## src/rtl/wash_ctrl_pkg.sv

```systemverilog
// rtl/wash_ctrl_pkg.sv - shared types and helpers for the washing-machine sequencer
// Purpose: state encoding, wash phase encoding and the rinse-index width helper.
// Ports: none (package).
package wash_ctrl_pkg;

  typedef enum logic [3:0] {
    ST_IDLE      = 4'd0,
    ST_FILL      = 4'd1,
    ST_DETERGENT = 4'd2,
    ST_WASH      = 4'd3,
    ST_DRAIN     = 4'd4,
    ST_SPIN      = 4'd5,
    ST_DONE      = 4'd6,
    ST_FAULT     = 4'd7
  } state_e;

  typedef enum logic {
    PH_SOAP  = 1'b0,
    PH_RINSE = 1'b1
  } phase_e;

  // Width needed to hold 0..rinse_cnt, never narrower than one bit.
  function automatic int ri_width(input int rinse_cnt);
    int w;
    w = $clog2(rinse_cnt + 1);
    return (w < 1) ? 1 : w;
  endfunction

endpackage

```

## src/rtl/wash_phase_timer.sv

```systemverilog
// rtl/wash_phase_timer.sv - loadable down-counter timing the WASH/rinse/SPIN phases
// Purpose: counts a phase down to zero; load wins over hold; saturates at zero.
// Ports:
//   i_clk, i_reset  clock, asynchronous active-low reset
//   i_load          load i_load_val this cycle
//   i_load_val      value loaded (phase length minus one)
//   i_hold          freeze the count (pause or untimed state)
//   o_zero          count is zero
module wash_phase_timer #(
  parameter int TMR_W = 16
) (
  input  logic             i_clk,
  input  logic             i_reset,
  input  logic             i_load,
  input  logic [TMR_W-1:0] i_load_val,
  input  logic             i_hold,
  output logic             o_zero
);

  logic [TMR_W-1:0] r_cnt;

  always_ff @(posedge i_clk or negedge i_reset) begin
    if (!i_reset) begin
      r_cnt <= '0;
    end else if (i_load) begin
      r_cnt <= i_load_val;
    end else if (!i_hold && r_cnt != '0) begin
      r_cnt <= r_cnt - TMR_W'(1);
    end
  end

  assign o_zero = (r_cnt == '0);

endmodule

```

## src/rtl/wash_ctrl_multi_rinse.sv

```systemverilog
// rtl/wash_ctrl_multi_rinse.sv - washing-machine sequencer with multiple rinse passes
// Purpose: fill, detergent, wash, RINSE_CNT fill/rinse/drain passes, spin, done;
//   pause in WASH/SPIN, fill/drain watchdogs and a door-open fault state.
// Ports:
//   i_clk, i_reset                         clock, asynchronous active-low reset
//   i_start, i_pause, i_door_close         front panel / door sensor
//   i_filled, i_detergent_added, i_drained level and dispenser sensors
//   o_door_lock, o_motor_on, o_fill_valve_on, o_drain_valve_on,
//   o_detergent_req                        actuator drives
//   o_done, o_fault                        status
//   o_state, o_rinse_idx                   debug: state encoding, rinses completed
module wash_ctrl_multi_rinse
  import wash_ctrl_pkg::*;
#(
  parameter  int RINSE_CNT   = 2,
  parameter  int TMR_W       = 16,
  parameter  int WASH_TICKS  = 1000,
  parameter  int RINSE_TICKS = 500,
  parameter  int SPIN_TICKS  = 800,
  parameter  int FILL_LIMIT  = 2000,
  parameter  int DRAIN_LIMIT = 2000,
  localparam int RI_W        = ri_width(RINSE_CNT)
) (
  input  logic            i_clk,
  input  logic            i_reset,
  input  logic            i_start,
  input  logic            i_pause,
  input  logic            i_door_close,
  input  logic            i_filled,
  input  logic            i_detergent_added,
  input  logic            i_drained,
  output logic            o_door_lock,
  output logic            o_motor_on,
  output logic            o_fill_valve_on,
  output logic            o_drain_valve_on,
  output logic            o_detergent_req,
  output logic            o_done,
  output logic            o_fault,
  output logic [3:0]      o_state,
  output logic [RI_W-1:0] o_rinse_idx
);

  localparam longint CNT_SPAN = longint'(1) << TMR_W;

  if (WASH_TICKS < 1 || longint'(WASH_TICKS) >= CNT_SPAN ||
      RINSE_TICKS < 1 || longint'(RINSE_TICKS) >= CNT_SPAN ||
      SPIN_TICKS < 1 || longint'(SPIN_TICKS) >= CNT_SPAN ||
      FILL_LIMIT < 1 || longint'(FILL_LIMIT) >= CNT_SPAN ||
      DRAIN_LIMIT < 1 || longint'(DRAIN_LIMIT) >= CNT_SPAN) begin : g_bad_param
    $error("wash_ctrl_multi_rinse: tick/limit parameter is 0 or does not fit TMR_W");
  end

  localparam logic [TMR_W-1:0] WASH_LD  = TMR_W'(WASH_TICKS - 1);
  localparam logic [TMR_W-1:0] RINSE_LD = TMR_W'(RINSE_TICKS - 1);
  localparam logic [TMR_W-1:0] SPIN_LD  = TMR_W'(SPIN_TICKS - 1);
  localparam logic [TMR_W-1:0] FILL_WD  = TMR_W'(FILL_LIMIT - 1);
  localparam logic [TMR_W-1:0] DRAIN_WD = TMR_W'(DRAIN_LIMIT - 1);
  localparam logic [RI_W-1:0]  RC       = RI_W'(RINSE_CNT);

  state_e           r_state, w_state_nxt;
  phase_e           r_phase, w_phase_nxt;
  logic [RI_W-1:0]  r_rinse_idx, w_idx_nxt, w_idx_inc;
  logic [TMR_W-1:0] r_wd;
  logic [TMR_W-1:0] w_tmr_val;
  logic             w_tmr_load, w_tmr_zero, w_run, w_door_flt;
  // Sensor/pause samples keep every output a pure function of registers.
  logic             r_pause, r_drained;

  // Timed states advance only when the registered pause is low.
  assign w_run = (r_state == ST_WASH || r_state == ST_SPIN) && !r_pause;

  wash_phase_timer #(.TMR_W(TMR_W)) u_timer (
    .i_clk      (i_clk),
    .i_reset    (i_reset),
    .i_load     (w_tmr_load),
    .i_load_val (w_tmr_val),
    .i_hold     (!w_run),
    .o_zero     (w_tmr_zero)
  );

  always_ff @(posedge i_clk or negedge i_reset) begin
    if (!i_reset) begin
      r_state     <= ST_IDLE;
      r_phase     <= PH_SOAP;
      r_rinse_idx <= '0;
      r_wd        <= '0;
      r_pause     <= 1'b0;
      r_drained   <= 1'b0;
    end else begin
      r_state     <= w_state_nxt;
      r_phase     <= w_phase_nxt;
      r_rinse_idx <= w_idx_nxt;
      r_pause     <= i_pause;
      r_drained   <= i_drained;
      // Watchdog restarts on every state change, so it counts from FILL/DRAIN entry.
      if (w_state_nxt != r_state) begin
        r_wd <= '0;
      end else if ((r_state == ST_FILL || r_state == ST_DRAIN) && r_wd != '1) begin
        r_wd <= r_wd + TMR_W'(1);
      end
    end
  end

  // A rinse-phase drain completes one rinse pass.
  assign w_idx_inc = r_rinse_idx + ((r_phase == PH_RINSE) ? RI_W'(1) : RI_W'(0));

  always_comb begin
    w_state_nxt = r_state;
    w_phase_nxt = r_phase;
    w_idx_nxt   = r_rinse_idx;
    w_tmr_load  = 1'b0;
    w_tmr_val   = '0;
    w_door_flt  = !i_door_close && (r_state inside {ST_FILL, ST_DETERGENT, ST_WASH,
                                                    ST_DRAIN, ST_SPIN});
    if (w_door_flt) begin
      w_state_nxt = ST_FAULT;
    end else begin
      case (r_state)
        ST_IDLE: if (i_start && i_door_close) begin
          w_state_nxt = ST_FILL;
          w_phase_nxt = PH_SOAP;
          w_idx_nxt   = '0;
        end
        ST_FILL: if (i_filled) begin
          if (r_phase == PH_SOAP) begin
            w_state_nxt = ST_DETERGENT;
          end else begin
            w_state_nxt = ST_WASH;
            w_tmr_load  = 1'b1;
            w_tmr_val   = RINSE_LD;
          end
        end else if (r_wd == FILL_WD) begin
          w_state_nxt = ST_FAULT;
        end
        ST_DETERGENT: if (i_detergent_added) begin
          w_state_nxt = ST_WASH;
          w_tmr_load  = 1'b1;
          w_tmr_val   = WASH_LD;
        end
        ST_WASH: if (w_run && w_tmr_zero) w_state_nxt = ST_DRAIN;
        ST_DRAIN: if (i_drained) begin
          w_idx_nxt = w_idx_inc;
          if (w_idx_inc < RC) begin
            w_state_nxt = ST_FILL;
            w_phase_nxt = PH_RINSE;
          end else begin
            w_state_nxt = ST_SPIN;
            w_tmr_load  = 1'b1;
            w_tmr_val   = SPIN_LD;
          end
        end else if (r_wd == DRAIN_WD) begin
          w_state_nxt = ST_FAULT;
        end
        ST_SPIN:  if (w_run && w_tmr_zero) w_state_nxt = ST_DONE;
        ST_DONE:  if (!i_start) w_state_nxt = ST_IDLE;
        ST_FAULT: if (i_drained && !i_start) w_state_nxt = ST_IDLE;
        default:  w_state_nxt = ST_IDLE;
      endcase
    end
  end

  always_comb begin
    o_door_lock      = 1'b0;
    o_motor_on       = 1'b0;
    o_fill_valve_on  = 1'b0;
    o_drain_valve_on = 1'b0;
    o_detergent_req  = 1'b0;
    o_done           = 1'b0;
    o_fault          = 1'b0;
    case (r_state)
      ST_FILL:      begin o_door_lock = 1'b1; o_fill_valve_on = 1'b1; end
      ST_DETERGENT: begin o_door_lock = 1'b1; o_detergent_req = 1'b1; end
      ST_WASH:      begin o_door_lock = 1'b1; o_motor_on = !r_pause; end
      ST_DRAIN:     begin o_door_lock = 1'b1; o_drain_valve_on = 1'b1; end
      ST_SPIN: begin
        o_door_lock      = 1'b1;
        o_motor_on       = !r_pause;
        o_drain_valve_on = !r_pause;
      end
      ST_DONE:      o_done = 1'b1;
      // Keep pumping and keep the door locked until the drum reports empty.
      ST_FAULT: begin
        o_fault          = 1'b1;
        o_drain_valve_on = !r_drained;
        o_door_lock      = !r_drained;
      end
      default: ;
    endcase
  end

  assign o_state     = r_state;
  assign o_rinse_idx = r_rinse_idx;

endmodule
```

## config.mk

```make
export PLATFORM = sky130hd
export DESIGN_NAME = wash_ctrl_multi_rinse
export DESIGN_NICKNAME = d
export VERILOG_FILES = /design/src/rtl/wash_ctrl_pkg.sv /design/src/rtl/wash_phase_timer.sv /design/src/rtl/wash_ctrl_multi_rinse.sv
export SDC_FILE = /design/constraint.sdc
export NUM_CORES = 1
export LEC_CHECK = 0
export ABC_AREA = 1
export BUFFER_PORTS_ARGS = -buffer_cell sky130_fd_sc_hd__buf_2
export CORE_MARGIN = 10
export CORE_UTILIZATION = 50
export DETAILED_ROUTE_END_ITERATION = 6
export HOLD_SLACK_MARGIN = 0.03
export PLACE_DENSITY = 0.71
export SETUP_SLACK_MARGIN = 0.4
export SLEW_MARGIN = 15
export SYNTH_ARGS = -nofsm -noshare
export SYNTH_HDL_FRONTEND = slang
export SYNTH_SLANG_ARGS = --single-unit
```

## constraint.sdc

```tcl
create_clock -name i_clk -period 1.86 [get_ports i_clk]
set_input_delay 0.186 -clock i_clk [delete_from_list [all_inputs] [get_ports i_clk]]
set_output_delay 0.186 -clock i_clk [all_outputs]
set_load 0.05 [all_outputs]
```

==> results.toml, run 1 <==
[place]
finalWeightedCongestion = 0.853
numPortBuffers = 20
pre_cts_slack_ns = -0.162
placed_cells = 546
dp_hpwl_um = 5770

[layout]
final_nets = 533
instances_no_fill = 594
regArea_um2 = 1040
most-common-layout-cells = "buf_4, nand2_1, inv_1, nor2_1, dfrtp_1"
multi_input_area_um2 = 2040
layout_commonest_cell = "buf_4"
drive_gt1_frac = 0.477
antenna-diode-count = 0
fillers = 266
areaGrowthSynthToFinish_pct = 63.8

[timing]
max_freq_mhz = 422
maxSlewViolCount = 0
finalCritPeriodShare = 1.27
post-route-min-period_ns = 2.37
worst_slack_ns = -0.510
hold_viol = 0
setup_viol = 40
rsz0062_at_grt = "true"
setup_tns_ns = -13.52
max_slew_margin = 0.640
tightest_slew_ns = 0.539
skew_ns = 0.00616

[global_route]
first_global_vias = 3138
grt-ovfl-total = 0
grt_pass1_wl_um = 14600
antenna_found_initial = 0
grt_max_degree = 23
grt_usage = 0.202

[clocking]
h-tree-depth = 2
cts.path.max_buffers = 2
cts_tree = "yes"
cts_buffers = 5
clk_latency_ns = 0.31
cts_root_buffer = "clkbuf_8"
clkTransAtPathRegs_ns = 0.09
cts.sinks = 41

[detailed_routing]
avgRoutedWirePerCell_um = 21.8
drc = 0
drtAntennaViolNets = 0
wl_um = 13000
drtIter0Drc = 441
via_per_inst = 6.21
drtPass1Iterations = 6
via_count = 3689

[floorplan]
initial_core_util = 0.510
core_um2 = 5470
row_count = 27
die_h_um = 94.7
design.die.area_um2 = 8970
die_w_um = 94.7
ios = 21

[critical_path]
r2r_end = "r_wd[10]"
worstPathMaxFanout = 8
cp_cell_sequence = "inv_1 > nand2_1 > nor2_1 > nand2_2 > nor2_4 > nand2_2 > nand2_2 > nand2_2 > nor2_4 > nand2_2 > nand2_4 > nand3_4 > nor3_2"
crit_slowest_cell = "dfrtp_2"
startpoint = "u_timer.r_cnt[2]"
cp.arrival_ns = 2.59
rr_worst_depth = 13
startpoint_type = "register"
critical_path_class = "register to register"
end_kind = "register"
crit_path_frequent_cell = "nand2_2"
reg2reg_from = "u_timer.r_cnt[2]"
crit_required_ns = 2.08
reg2reg_slack_ns = -0.51
cpPeakStageDelay_ns = 0.41

[synthesis]
syn-cell-area_um2 = 2790
synth_edf_count = 0
synthFlopType = "dfrtp_1"
synth_warnings = 0
ys_ff_latch = 41
synth_cells = 394
ys_types = 30
ys_seq_area_frac = 0.367
synth_fp_nets = 406
synthArstFlopShare = 1.00
avgSynthCellArea_um2 = 7.09

[run_status]
violations = "negative setup slack"
run_status = "finished, violations left"

[worst_hold_path]
holdCritStartpoint = "i_drained"
min_to = "r_drained"
worstHoldPathCells = 1
hp-class = "input pin to register"

[pwr]
leakage_uw = 0.00218
peakVddDrop_v = 0.00112
power_density_nw_per_um2 = 1300

[run]
max_cap_viol_count = 0
-- per-stage QoR --
step                      instance area [um^2]  total power (uW)  hold WS [ns]  utilization
after floorplan                           2930              2850        -0.110            -
after global placement                    3560              3520         0.179        0.650
after detailed placement                  3560              3610         0.180        0.650
after CTS                                 4150              5000        0.0769        0.758
after global routing                      4570              6110        0.0874        0.836
final                                     4570              5940        0.0931        0.836
-- cells by family after synthesis --
family / Yosys count / share of synthesized area
other: 1 / 0.00134
and+or+nand+nor: 228 / 0.385
buffers and inverters: 65 / 0.0936
DFF: 41 / 0.367
adders and majority gates: 4 / 0.0179
xor gates and xnor gates: 15 / 0.0470
AOI/OAI and AO/OA: 40 / 0.0878
-- routing by layer --
| layer | vias up | track usage | wire length, um |
|---|---|---|---|
| li1 | 1516 | - | - |
| met1 | 1717 | 0.224 | 4570 |
| met2 | 330 | 0.358 | 5990 |
| met3 | 126 | 0.0460 | 1280 |
| met4 | 0 | 0.0973 | 1130 |
| met5 | - | 0 | 0 |
-- final cells by class --
| class | instances | share of cell area |
|---|---|---|
| Multi-Input combinational cell | 291 | 0.446 |
| Timing Repair Buffer | 121 | 0.228 |
| Clock buffer | 6 | 0.0181 |
| Tap cell | 72 | 0.0197 |
| Clock inverter | 2 | 0.00821 |
| Inverter | 61 | 0.0536 |
| Sequential cell | 41 | 0.226 |
-- repair_timing --
| action | in CTS | in global routing |
|---|---|---|
| hold endpoints to repair | 22 | 0 |
| hold buffers | 2 | 0 |
| cloned | 2 | 1 |
| setup buffers | 19 | 16 |
| pin swaps | 35 | 53 |
| setup endpoints to repair | 45 | 46 |
| resized for setup | 72 | 81 |
-- where the power goes --
group	internal [uW]	total (uW)	switching (uW)
registers	1090	1280	185
logic	1530	3880	2350
clock network	437	786	349
total	3060	5940	2890
-- synthesized netlist by cell type, drive strengths merged, types with 2 or more instances --
cell | number | area [um^2]
nand2 | 95 | 364
nor2 | 71 | 284
xnor2 | 3 | 26.3
nand4 | 11 | 68.8
dfrtp | 41 | 1030
nor4 | 2 | 12.5
nand3 | 25 | 163
o21ai | 20 | 100
a21oi | 7 | 46.3
inv | 61 | 229
xor2 | 12 | 105
nor3 | 23 | 175
ha | 4 | 50.1
o21a | 3 | 22.5
a31oi | 7 | 43.8
buf | 4 | 32.5
-- sequential cells by signal, indices dropped and copies added, names as in the netlist --
register and count:
o_state 4, r_phase 1, r_wd 16, r_pause 1, r_drained 1, o_rinse_idx 2, u_timer.r_cnt 16
-- worst max-delay path, delay by kind of cell, from the launching register on --
family / cells / cell delay (ns)
buf+inv: 1 / 0.10
simple gates: 12 / 1.77
flops: 1 / 0.41
-- worst max path at each step --
stage | endpoint | slack (ns) | cells past startpoint
2_1_floorplan | r_wd[15] | -0.34 | 13
3_3_place_gp | r_wd[14] | -0.08 | 11
3_5_place_dp | r_wd[5] | -0.16 | 12
4_1_cts | r_wd[9] | -0.08 | 11
5_1_grt | r_wd[10] | -0.54 | 13
6_report | r_wd[10] | -0.51 | 13
Note: power is estimated with default switching activity, not from simulation.
==> run 2, diff against run 1 <==
Settings changed: RECOVER_POWER from default to 25.
==> run 2 against run 1 <==
The run still ends with negative setup slack left. Design area barely moved. Die area did not move. Final cell count did not move. Register-to-register slack barely moved. Core utilization barely moved. Via count fell by 0.30%. Clock skew rose by 0.0014 ns. Global-route usage did not move. Clock power barely moved. Wire length fell by 0.23%. Sequential power barely moved. Flip-flop and latch count did not move. Highest routed layer unchanged.
==> results.toml, run 2 (same netlist as run 1, synthesis figures left out) <==
[run_status]
run_status = "finished, violations left"
violations = "negative setup slack"

[timing]
post-route-min-period_ns = 2.36
tightest_slew_ns = 1.29
holdWs_ns = 0.0945
worst_slack_ns = -0.498
maxSlewViolCount = 0
setup_tns_ns = -13.34
skew_ns = 0.00761
max_freq_mhz = 424
max_slew_margin = 0.137
rsz0062_at_grt = "true"
setup_viol = 40
finalCritPeriodShare = 1.27
hold_viol = 0

[pwr]
power_uw = 5940
peakVddDrop_v = 0.00112
power_density_nw_per_um2 = 1300
leakage_uw = 0.00218

[critical_path]
startpoint_type = "register"
crit_path_frequent_cell = "nand2_2"
worstPathMaxFanout = 8
reg2reg_from = "u_timer.r_cnt[2]"
cpPeakStageDelay_ns = 0.41
critical_path_class = "register to register"
cp.arrival_ns = 2.57
cp_cell_sequence = "inv_1 > nand2_1 > nor2_1 > nand2_2 > nor2_4 > nand2_2 > nand2_2 > nand2_2 > nor2_4 > nand2_2 > nand2_4 > nand3_4 > nor3_2"
crit_slowest_cell = "dfrtp_2"
reg2reg_slack_ns = -0.50
end_kind = "register"
crit_end = "r_wd[10]"
startpoint = "u_timer.r_cnt[2]"
crit_required_ns = 2.08
rr_worst_depth = 13
r2r_end = "r_wd[10]"

[layout]
fillers = 266
drive_gt1_frac = 0.475
postLayoutCellArea_um2 = 4570
multi_input_area_um2 = 2040
antenna-diode-count = 0
areaGrowthSynthToFinish_pct = 63.8
regArea_um2 = 1040
layout_commonest_cell = "buf_4"
most-common-layout-cells = "buf_4, nand2_1, inv_1, nor2_1, dfrtp_1"
final_nets = 533

[floorplan]
core_um2 = 5470
die_w_um = 94.7
ios = 21
row_count = 27
die_h_um = 94.7
initial_core_util = 0.510
design.die.area_um2 = 8970

[detailed_routing]
drtIter0Drc = 441
wl_met2_um = 5950
wl_um = 12900
drc = 0
dr_wl_met3_um = 1270
top_layer_used = "met4"
via_count = 3678
wl_met1_um = 4570
drtPass1Iterations = 5
avgRoutedWirePerCell_um = 21.8
via_per_inst = 6.19
drtAntennaViolNets = 0

[global_route]
antenna_found_initial = 0
grt_pass1_wl_um = 14600
grt_max_degree = 23
first_global_vias = 3138
grt_usage = 0.202
grt-ovfl-total = 0

[clocking]
cts_tree = "yes"
clk_latency_ns = 0.31
h-tree-depth = 2
clkTransAtPathRegs_ns = 0.09
cts_root_buffer = "clkbuf_8"
cts_buffers = 5
cts.path.max_buffers = 2
cts.sinks = 41

[run]
max_cap_viol_count = 0

[place]
dp_hpwl_um = 5770
numPortBuffers = 20
finalWeightedCongestion = 0.853
place_area_um2 = 3560

[worst_hold_path]
hp-class = "input pin to register"
## run 2: changes by cell type in the layout (fill, tap and decap cells not counted), sizes merged
cell / delta
clkbuf: +1
buf: -1
## run 2: repair_timing
item                                    CTS  global route
hold buffers                              2             0
setup buffers                            19            16
endpoints found under the setup margin   45            46
resized for setup                        72            81
endpoints found under the hold margin    22             0
gates cloned                              2             1
pin swaps                                35            53
## run 2: layer usage
metal | up-vias | GRT usage
met3 | 129 | 0.0460
met2 | 326 | 0.358
li1 | 1517 | -
met5 | - | 0
met4 | 0 | 0.0973
met1 | 1706 | 0.224
## run 2: worst min path at each step
stage,slack [ns],startpoint,end,cells after the start
after global routing,0.09,i_drained,r_drained,1
after global placement,0.18,i_reset,r_wd[14],1
after floorplan,-0.11,i_reset,o_rinse_idx[0],0
after detailed placement,0.18,i_reset,r_wd[14],1
after CTS,0.08,i_drained,r_drained,1
final,0.09,i_drained,r_drained,1
## run 2: area by class of cell
type,count,share of cell area
Clock buffer,6,0.0181
Multi-Input combinational cell,291,0.446
Sequential cell,41,0.227
Clock inverter,2,0.00821
Inverter,61,0.0536
Timing Repair Buffer,121,0.228
Tap cell,72,0.0197
## run 2: power by group
group	switching (uW)	internal, uW	total (uW)
logic	2350	1530	3880
registers	186	1090	1280
clock network	349	437	786
## run 2: critical path: cells and delay by family (launching register included)
family	cells	cell delay (ns)
buffers and inverters	1	0.10
and+or+nand+nor	12	1.77
DFF	1	0.41
## run 2: metrics by stage
step	utilization	std cells	setup slack (ns)
after global routing	0.836	594	-0.540
final	0.836	594	-0.498
after floorplan	-	394	-0.343
after CTS	0.758	577	-0.0753
after global placement	0.650	546	-0.0752
after detailed placement	0.650	546	-0.162
